[config.mk]
export PLATFORM = sky130hd
export DESIGN_NAME = instr_fetch_unit
export DESIGN_NICKNAME = d
export VERILOG_FILES = /design/src/rtl/instr_fetch_unit.sv
export SDC_FILE = /design/constraint.sdc
export NUM_CORES = 1
export LEC_CHECK = 0
export BUFFER_PORTS_ARGS = -buffer_cell sky130_fd_sc_hd__buf_2
export CORE_MARGIN = 3
export CORE_UTILIZATION = 50
export DETAILED_ROUTE_END_ITERATION = 12
export PLACE_DENSITY = 0.84
export REMOVE_ABC_BUFFERS = 1
export SLEW_MARGIN = 20
export SYNTH_ARGS = -nofsm -noshare
export SYNTH_HDL_FRONTEND = slang
export SYNTH_SLANG_ARGS = --single-unit
[constraint.sdc]
create_clock -name clk -period 3.9 [get_ports clk]
set_input_delay 0.195 -clock clk [delete_from_list [all_inputs] [get_ports clk]]
set_output_delay 0.195 -clock clk [all_outputs]
set_load 0.05 [all_outputs]
[src/rtl/instr_fetch_unit.sv]
// Instruction fetch stage: reads one 32-bit instruction as four little-endian byte
// reads from the byte-wide system_ram port and reports completion or an address fault.
module instr_fetch_unit #(
   parameter int ADDR_W      = 16,
   parameter int RAM_LATENCY = 2
) (
   input  logic              clk,
   input  logic              rst,
   input  logic              fetch_req,
   input  logic [31:0]       pc,
   output logic              fetch_busy,
   output logic              fetch_done,
   output logic              fetch_fault,
   output logic [31:0]       instr,
   output logic [ADDR_W-1:0] mem_addr,
   output logic              mem_rden,
   output logic              mem_wren,
   output logic [3:0]        mem_byte_en,
   input  logic [7:0]        mem_q,
   output logic [2:0]        dbg_state
);

   // Request handshake: fetch_req/pc are sampled only while fetch_busy is low; a request
   // seen in IDLE is accepted on that edge and ends with exactly one fetch_done or
   // fetch_fault pulse. Requests raised while busy are dropped, never queued.

   typedef enum logic [2:0] {
      IDLE    = 3'd0,
      ISSUE   = 3'd1,
      WAIT    = 3'd2,
      CAPTURE = 3'd3,
      DONE    = 3'd4,
      FAULT   = 3'd5
   } state_t;

   localparam int WC_W = (RAM_LATENCY > 1) ? $clog2(RAM_LATENCY) : 1;

   state_t            state, state_nxt;
   logic [ADDR_W-1:0] base;
   logic [1:0]        byte_idx;
   logic [WC_W-1:0]   wait_cnt;
   logic [23:0]       data_buf;
   logic              pc_ok;

   // Aligned and inside the RAM window; an aligned base can never wrap across base+3.
   assign pc_ok = (pc[1:0] == 2'b00) && ((pc >> ADDR_W) == 32'd0);

   always_ff @(posedge clk or negedge rst) begin
      if (!rst) begin
         state <= IDLE;
      end else begin
         state <= state_nxt;
      end
   end

   always_comb begin
      state_nxt = state;
      case (state)
         IDLE: begin
            if (fetch_req) begin
               state_nxt = pc_ok ? ISSUE : FAULT;
            end
         end
         ISSUE:   state_nxt = WAIT;
         WAIT: begin
            if (wait_cnt == WC_W'(RAM_LATENCY - 1)) begin
               state_nxt = CAPTURE;
            end
         end
         CAPTURE: state_nxt = (byte_idx == 2'd3) ? DONE : ISSUE;
         DONE:    state_nxt = IDLE;
         FAULT:   state_nxt = IDLE;
         default: state_nxt = IDLE;
      endcase
   end

   always_ff @(posedge clk or negedge rst) begin
      if (!rst) begin
         base     <= '0;
         byte_idx <= 2'd0;
         wait_cnt <= '0;
         data_buf <= 24'd0;
         instr    <= 32'd0;
      end else begin
         case (state)
            IDLE: begin
               if (fetch_req && pc_ok) begin
                  base     <= pc[ADDR_W-1:0];
                  byte_idx <= 2'd0;
               end
            end
            ISSUE: wait_cnt <= '0;
            WAIT:  wait_cnt <= wait_cnt + 1'b1;
            CAPTURE: begin
               // The last byte goes straight into instr so the word is valid while done is high.
               case (byte_idx)
                  2'd0: data_buf[7:0]   <= mem_q;
                  2'd1: data_buf[15:8]  <= mem_q;
                  2'd2: data_buf[23:16] <= mem_q;
                  default: instr        <= {mem_q, data_buf};
               endcase
               if (byte_idx != 2'd3) begin
                  byte_idx <= byte_idx + 2'd1;
               end
            end
            default: ;
         endcase
      end
   end

   assign mem_addr    = base + ADDR_W'(byte_idx);
   assign mem_rden    = (state == ISSUE) || (state == WAIT) || (state == CAPTURE);
   assign mem_wren    = 1'b0;
   assign mem_byte_en = 4'b1111;
   assign fetch_busy  = (state != IDLE);
   assign fetch_done  = (state == DONE);
   assign fetch_fault = (state == FAULT);
   assign dbg_state   = state;

endmodule
* Word level (Yosys, flattened, before mapping)
Index checks and enable logic that the tools add are counted. W data, S select, Z words.
Operators by class: add/subtract/negate cells 3, equal/unequal tests 13, mux-type cells 9, bitwise gates (word level) 1, reduce and logical (&&, ||, !) cells 19
Operator list (count):
- $logic_not A32 Y1 | 1
- $add A16 B2 Y16 | 1
- $mux W3 | 4
- $pmux W3 S4 | 1
- $reduce_and A2 Y1 | 6
- $ne A2 B2 Y1 const B | 5
- $eq A3 B2 Y1 const B | 2
- $eq A3 B3 Y1 const B | 2
- $eq A2 B2 Y1 const B | 2
- $logic_not A2 Y1 | 2
- $mux W2 | 2
- $pmux W2 S2 | 1
- $reduce_bool A2 Y1 | 2
- $eq A3 B1 Y1 const B | 1
- $logic_not A3 Y1 | 1
- $reduce_and A3 Y1 | 1
- $reduce_bool A3 Y1 | 1
- $reduce_or A3 Y1 | 1
- $add A2 B1 Y2 const B | 1
- $eq A2 B1 Y1 const B | 1
- $logic_and A1 B1 Y1 | 2
- $logic_or A1 B1 Y1 | 2
- $pmux W1 S2 | 1
- $add A1 B1 Y1 const B | 1
- $not A1 Y1 | 1
Word-level totals: flip-flop bits (word level) 78, word-level logic and storage cells 53

* Logic depth before layout (Yosys ltp)
word-level depth 5, gate-level depth with buffers 6, mapped depth without buffers 6

* Worst setup path before layout
No wires, ideal clock.
kind reg2out, start register byte_idx[0], end output port mem_addr[10], data arrival time 2.424 ns, data required time 3.705 ns, path slack 1.281 ns, stages on the path, launching flop included 7, cells stage by stage dfrtp_1 -> ha_1 -> inv_1 -> fa_1 -> nor3b_1 -> nand4_1 -> xnor2_1
Between the ends: longest elaborated chain between the ends 1
RTL lines:
- from (decl) | line 40 | logic [1:0] byte_idx;
- from (signal assigned) | line 103 | byte_idx <= byte_idx + 2'd1;
- $add A16 B2 Y16 | line 111 | assign mem_addr = base + ADDR_W'(byte_idx);
- to (decl) | line 15 | output logic [ADDR_W-1:0] mem_addr,
No other way between the ends.

* Worst setup path after layout
Ends and elaborated chain as after synthesis.

==> metrics.md <==
| Metric | Value |
|---|---|
| Clock Sinks | `78` |
| Max Clk Rate | `353 MHz` |
| First-pass GRT wire length | `10200 um` |
| Vias per inst | `5.13` |
| Area growth from synthesis to layout | `21.9%` |
| Static leakage | `2.09 nW` |
| Chip height | `89.2 um` |
| Worst EP required | `3700 ps` |
| Die area | `0.00796 mm2` |
| Fin crit share | `72.6%` |
| Worst hold slack | `-10.9 ps` |
| Core area | `0.00653 mm2` |
| CP endpoint kind | `output port` |
| Distinct cell type count after synthesis | `36` |
| Post-Syn Area | `0.00346 mm2` |
| # setup viols final | `0` |
| Worst Path Arrival | `2630 ps` |
| Combinational share of power | `42.6%` |
| Max-cap violation count | `0` |
| Worst-path maximum fanout | `6` |
| Initial DRC count | `79` |
| Final Core Density | `64.6%` |
| # IOs | `103` |
| Sequential power share | `36.1%` |
| Worst vdd ir | `472 uV` |
| Pwr dens | `744 mW/mm2` |
| Clk_skew | `8.39 ps` |
| Remaining global-route overflow | `0` |
| Worst slew pin tran | `955 ps` |
| Largest net degree at the start of global routing | `79` |
| Multi-input logic area | `0.00143 mm2` |
| Final wirelength | `6260 um` |
| Worst Hold Class | `in -> async` |
| Slew Limit Fails | `0` |
| Mean post-synth cell area | `14.0 um2` |
| Max H-tree Level | `3` |
| Starting Density | `53.0%` |
| 1st-pass router iterations | `4` |
| Commonest cells after routing, fill and taps aside | `buf_2 (96), dfrtp_1 (78), mux2_2 (63)` |
| Area contributors post-synth | `dfrtp_1 (56%), mux2_2 (20%), mux2_4 (3.0%), xnor2_1 (2.8%), ha_1 (2.5%)` |
| Post-CTS Repair Setup Buffers | `0` |
| Switch share | `44.4%` |
| Internal Pwr Total | `1.75 mW` |
| Most used DFF post-synth | `dfrtp_1` |
| Setup repair after global routing missed its margin | `no` |
| Most common cell after layout, fill and taps aside | `buf_2` |
| Nets | `401` |
| Final-layout fill cell count | `499` |
| Clock power share | `21.3%` |
| Post-Synthesis Cells | `248` |
| #FFs+latches synth | `78` |
| FF+latch area | `0.00195 mm2` |
| Ys Warns | `0` |
| TNS Setup | `0 ps` |
| CTS hold repair buffers | `0` |
| CP Launch Type | `flop` |
| Chip width | `89.2 um` |
| Placer's final routability congestion estimate | `0.764` |
| Number of global-route vias before repair | `2209` |
| Initial antenna violation count | `0` |
| CTS root buffer | `clkbuf_8` |
| Yosys top cell by area | `dfrtp_1` |
| Final hold viol count | `7` |
| CTS clk-pin slew, worst paths | `80 ps` |
| Num CTS Buffers | `9` |
| Area share of the largest cell type after synthesis | `56.4%` |
| CP Class | `reg -> out` |
| Number of synthesized flops with an enable pin | `0` |
| Status | `finished, violations left` |
| Wire length per cell | `14.5 um` |
| Post-DP HPWL | `4460 um` |
| Inserted Diodes | `0` |
| CTS tree | `built` |
| Total Routing Usage GR | `17.0%` |
| Design Area, Final | `0.00422 mm2` |
| CTS Buffer Depth | `2` |
| Total Power | `3.14 mW` |
| Routed vias | `2216` |
| Slew HR | `36.3%` |
| Net Sw Power | `1.40 mW` |
| Row count | `29` |
| Later-pin clock latency in the skew report | `350 ps` |
| Sequential area share after synthesis | `56.4%` |
| Remaining DRCs | `0` |
| # port buffers | `97` |
| Post-route ant nets | `0` |
| Share of cells above drive strength 1 | `53.5%` |
| Failing checks | `hold timing` |
| CTS resizes | `0` |
| Placed inst area | `0.00400 mm2` |
| FFs w/ async S/R, synth | `100%` |
| Post-route minimum period | `2830 ps` |
## area by class of cell
type | count | share of cell area (%)
Clock buffer | 9 | 2.93
Clock inverter | 7 | 2.43
Inverter | 7 | 0.622
Multi-Input combinational cell | 156 | 33.8
Sequential cell | 78 | 46.2
Tap cell | 77 | 2.28
Timing Repair Buffer | 98 | 11.7
## worst max-delay path: stages (launching register included)
cell     delay (ps)
dfrtp_1         480
ha_1            220
inv_1            60
fa_1            430
nor3b_1         500
nand4_1         180
xnor2_1         160
buf_2           280
## layer usage
layer | share of wire (%) | wire length [um] | vias to the layer above | GRT usage (%)
li1 | - | - | 1061 | -
met1 | 44 | 2780 | 1058 | 22.4
met2 | 46 | 2890 | 90 | 26.1
met3 | 8.0 | 502 | 7 | 5.62
met4 | 1.3 | 81 | 0 | 6.50
met5 | 0 | 0 | - | 0
## Yosys cell counts, types with 4 or more instances
cell	instances
nand2_1	12
buf_4	5
nor2_1	9
mux2_4	7
xor2_1	4
ha_1	7
mux2_2	63
xnor2_1	11
dfrtp_1	78
inv_1	7
## through the flow
step / cells / setup slack (ps)
after floorplan: 241 / 1280
after global placement: 416 / 1480
after detailed placement: 416 / 1430
after CTS: 432 / 1050
after global routing: 432 / 769
final: 432 / 1070
## worst paths after layout
check,startpoint,end,slack (ps),cells past startpoint
worst min register to register,data_buf[22],data_buf[22],510,1
min in group clk,pc[11],base[11],70,2
worst max register to register,dbg_state[0],base[3],1750,4
max in group asynchronous,rst,data_buf[2],3290,1
worst min-delay path,rst,instr[30],-10,1
worst max-delay path,byte_idx[0],mem_addr[10],1070,7
## power groups by stage
stage,sequential [mW],combinational [mW],clock [mW]
2_1_floorplan,1.79,0.391,0
3_3_place_gp,1.14,1.33,0
3_5_place_dp,1.15,1.35,0
4_1_cts,1.14,1.35,0.690
5_1_grt,1.16,1.41,0.724
6_report,1.13,1.34,0.668
## registers in the layout, summed over array words and instances (netlist names)
register / cells
data_buf: 24
byte_idx: 2
base: 16
wait_cnt: 1
dbg_state: 3
instr: 32
## cells by family (layout without fill, tap and decap cells)
group | count (synthesis) | after routing | synth area share, %
AO/OA/AOI/OAI | 8 | 8 | 1.41
buffers and inverters | 17 | 121 | 2.82
other | 2 | 5 | 0.217
XOR/XNOR | 15 | 15 | 3.79
flip-flops | 78 | 78 | 56.4
AND/OR/NAND/NOR | 48 | 48 | 8.20
adder cells (fa/ha/maj) | 8 | 8 | 3.11
multiplexers | 72 | 72 | 24.1
No activity file was read; power rests on OpenSTA's default activity.
